===== src/rtl/instruction_fetch.sv =====
// PC and fetch sequencing for a MIPS-style front end: sequential fetch, branch
// delay slot, stall hold, halt on fetch from address 0 and misaligned-target fault.
module instruction_fetch #(
    parameter logic [31:0] RESET_VECTOR = 32'hBFC00000,
    parameter int          COUNT_WIDTH  = 32
) (
    input  logic                   clk,
    input  logic                   reset,
    input  logic                   stall,
    input  logic                   redirect_valid,
    input  logic [31:0]            redirect_target,
    output logic [31:0]            instr_address,
    output logic [31:0]            link_address,
    output logic                   delay_slot,
    output logic                   active,
    output logic                   fault,
    output logic [COUNT_WIDTH-1:0] fetch_count
);

    logic [31:0] pc;
    logic [31:0] pc_plus4;
    logic        pending_valid;
    logic [31:0] pending_target;
    logic        adv;

    assign adv      = active & ~stall;
    assign pc_plus4 = pc + 32'd4;

    always_ff @(posedge clk) begin
        if (reset) begin
            pc             <= RESET_VECTOR;
            pending_valid  <= 1'b0;
            pending_target <= 32'd0;
            active         <= 1'b1;
            fault          <= 1'b0;
            fetch_count    <= '0;
        end else if (adv) begin
            fetch_count <= fetch_count + 1'b1;
            if (pending_valid) begin
                // A redirect presented during the delay slot is dropped here.
                pending_valid <= 1'b0;
                if (pending_target[1:0] == 2'b00) begin
                    pc <= pending_target;
                    if (pending_target == 32'd0) begin
                        active <= 1'b0;
                    end
                end else begin
                    fault  <= 1'b1;
                    active <= 1'b0;
                end
            end else begin
                pc <= pc_plus4;
                if (pc_plus4 == 32'd0) begin
                    // Wrapping into address 0 halts; no redirect is left pending.
                    active <= 1'b0;
                end else if (redirect_valid) begin
                    pending_valid  <= 1'b1;
                    pending_target <= redirect_target;
                end
            end
        end
    end

    assign instr_address = pc;
    assign link_address  = pc + 32'd8;
    assign delay_slot    = pending_valid;

endmodule


===== config.mk =====
export PLATFORM = sky130hd
export DESIGN_NAME = instruction_fetch
export DESIGN_NICKNAME = d
export VERILOG_FILES = /design/src/rtl/instruction_fetch.sv
export SDC_FILE = /design/constraint.sdc
export NUM_CORES = 1
export LEC_CHECK = 0
export CORE_MARGIN = 2
export CORE_UTILIZATION = 35
export DETAILED_ROUTE_END_ITERATION = 12
export DONT_BUFFER_PORTS = 1
export GPL_TIMING_DRIVEN = 0
export SYNTH_ARGS = -nofsm -noshare
export SYNTH_HDL_FRONTEND = slang
export SYNTH_SLANG_ARGS = --single-unit

===== constraint.sdc =====
create_clock -name clk -period 8.4 [get_ports clk]
set_clock_uncertainty 0.2 [all_clocks]
set_input_delay 1.68 -clock clk [delete_from_list [all_inputs] [get_ports clk]]
set_output_delay 1.68 -clock clk [all_outputs]
set_load 0.01 [all_outputs]

==> results.cfg <==
[final_layout]
final_common_cell = dfxtp_1
final_layout_size_suffix_gt1_share_pct = 4.38
layout_common_cells = dfxtp_1 (99), nor2_1 (89), nand2b_1 (66), clkbuf_1 (53), nand2_1 (40)
num_antenna_cells = 0
finalNetCount = 813
area_delta_synth_final_pct = 9.38

[synthesis]
synth_edf_count = 0
syn_inst = 763
syn_area_um2 = 6030
synth-seq-cells = 99
ys_types = 59
ys.flop_type = dfxtp_1
yosys_warnings = 0
async_flop_share_pct = 0
synth-seq-area-share_pct = 32.9
syn_avg_cell_area_um2 = 7.90
syn_nets = 802

[clock_tree]
post_cts_buffers = 0
clkLatencyLatePin_ns = 0.35
clock_path_buffers = 2
cts_made_buffers = 9
cts_root_buffer = clkbuf_16
cts_tree = done
holdBufCountCts = 0
cts.repair.resized = 0
htreeDepth = 3
clkSinkCount = 99
path_clk_slew_ns = 0.07

[timing]
period_share_pct = 60.6
slew_headroom_pct = 48.0
rsz0062_at_grt = no
setup_viol = 0
fmax_ghz = 0.196
slew_viol_final = 0
fin_crit_ns = 5.09
tightest_slew_ns = 0.760
finalHoldViolations = 0
holdWs_ns = 0.290
setup-tns-final_ns = 0

[grt]
busiest_layer = met2
grt_pass1_wl_mm = 30.4
met3_usage_pct = 6.36
met1_usage_pct = 29.6
grtUsageTotal_pct = 21.5
grt-ovfl-total = 0
grt_pass1_vias = 5240
grt_max_degree = 16
use_met2_pct = 32.0
antenna_found_initial = 0

[worst_setup_path]
r2r_slack_ns = 4.73
cp_max_fo = 9
crit_start = instr_address[3]
path_class = flop to output port
end_kind = output port
r2r_start = instr_address[3]
r2r_end = pending_target[14]
cp-start-kind = flop
ff2ff_path_depth = 12
cp.required_ns = 6.52
arrival_ns = 3.21

[power_and_ir_drop]
pwr-share-clk_pct = 39.4
p_int_mw = 0.775
power.density_nw_per_um2 = 163
seqPwrFrac_pct = 47.1
power_leakage_nw = 2.19
peakVddDrop_uv = 99.4
p_sw_mw = 0.300
switching_share_pct = 27.9
pwr-share-comb_pct = 13.5

[floorplanning]
io_pins = 135
core_region_area_um2 = 16700
row_count = 47
die_area_um2 = 18300
die_w_um = 135
fp.dieH_um = 135
start_util_pct = 36.1

[place]
portBuffers = 0
routabilityCongestion = 0.909
hpwl_mm = 15.3

[route]
routed_wl_mm = 19.8
first_pass_iters = 5
wl_per_cell_um = 19.9
final_antenna_net_count = 0
drt-initial-drc-count = 438
drc_errors = 0
viasPerCell = 5.80
vias = 5782

[status]
status = finished, final reports clean

[worst_hold_path]
min-delay-start = pending_target[1]
hold_path.class = flop to flop
holdPathStages = 2
min_to = pending_target[1]

[flow_run]
maxCapViolations = 0
==> sequential cells by signal (all words and copies together) (netlist names) <==
signal and count:
fetch_count 32, delay_slot 1, instr_address 32, pending_target 32
active 1, fault 1
==> cells in the mapped netlist, drive strengths merged, types with 3 or more instances <==
cell / n / area [um^2]
nor3: 24 / 120
inv: 8 / 30.0
a22o: 5 / 43.8
a221o: 3 / 30.0
or4: 3 / 22.5
nand4: 31 / 200
xor2: 33 / 289
mux2i: 36 / 360
o31a: 4 / 35.0
or2: 3 / 18.8
nand2b: 66 / 413
a31oi: 11 / 68.8
o21a: 5 / 37.5
ha: 3 / 37.5
clkbuf: 53 / 199
nand3: 31 / 155
buf: 18 / 108
o21ai: 28 / 144
a211oi: 6 / 45.0
nor4: 14 / 87.6
nand2: 40 / 150
dfxtp: 99 / 1980
a311oi: 3 / 26.3
xnor2: 23 / 201
nor2b: 3 / 18.8
a221oi: 7 / 61.3
o221ai: 4 / 35.0
a211o: 3 / 26.3
a21oi: 22 / 110
a21o: 3 / 22.5
a2111oi: 11 / 96.3
o22ai: 14 / 87.6
and3: 14 / 87.6
o211ai: 3 / 22.5
and4: 11 / 96.3
or3: 10 / 62.6
nor2: 90 / 340
==> critical path, stage by stage, from the launching register on <==
cell and delay [ns]:
dfxtp_1 0.52, ha_1 0.20, buf_2 0.22, inv_1 0.11
or4_1 0.54, buf_2 0.19, nor2_1 0.32, nand3_1 0.19
nor2_1 0.20, nand2_1 0.09, xnor2_1 0.28
==> through the flow <==
step | area [um^2] | setup WS [ns] | util, % | total power [mW] | std cells
global placement | 6300 | 3.70 | 37.8 | 0.660 | 983
CTS | 6600 | 3.31 | 39.5 | 1.08 | 997
detailed placement | 6300 | 3.69 | 37.8 | 0.661 | 983
finish | 6600 | 3.31 | 39.5 | 1.08 | 997
global route | 6600 | 3.10 | 39.5 | 1.12 | 997
floorplan | 6030 | 4.20 | - | 0.618 | 763
==> cell type report <==
class | instances | area [um^2]
fill | 1800 | 10100
multi-input combinational | 585 | 3710
sequential | 99 | 1980
buffer | 71 | 307
tap | 220 | 275
clock buffer | 10 | 239
clock inverter | 4 | 51.3
inverter | 8 | 30.0
==> routing by layer <==
layer | up-vias | part of all wire [%]
li1 | 2779 | -
met2 | 259 | 43
met3 | 35 | 9.8
met5 | - | 0
met4 | 0 | 2.3
met1 | 2709 | 45
==> how the worst max path moves through the flow <==
stage | to | slack (ns) | depth (start not counted)
2_1_floorplan | link_address[31] | 4.20 | 10
3_3_place_gp | link_address[31] | 3.70 | 10
3_5_place_dp | link_address[31] | 3.69 | 10
4_1_cts | link_address[31] | 3.31 | 10
5_1_grt | link_address[31] | 3.10 | 10
6_report | link_address[31] | 3.31 | 10
==> logic make-up (layout without fill, tap and decap cells) <==
logic type | Yosys count | in the layout | synth area share [%]
buf+inv | 79 | 93 | 5.58
fa+ha+maj | 3 | 3 | 0.623
xor+xnor | 56 | 56 | 8.13
simple gates | 345 | 345 | 30.0
mux | 38 | 38 | 6.35
flops | 99 | 99 | 32.9
compound gates | 143 | 143 | 16.4
==> power by group through the flow <==
stage	clock (mW)	combinational, mW	sequential [mW]
2_1_floorplan	0	0.109	0.509
3_3_place_gp	0	0.143	0.517
3_5_place_dp	0	0.144	0.517
4_1_cts	0.432	0.144	0.506
5_1_grt	0.448	0.160	0.508
6_report	0.424	0.145	0.506
Note: power is estimated with default switching activity, not from simulation.
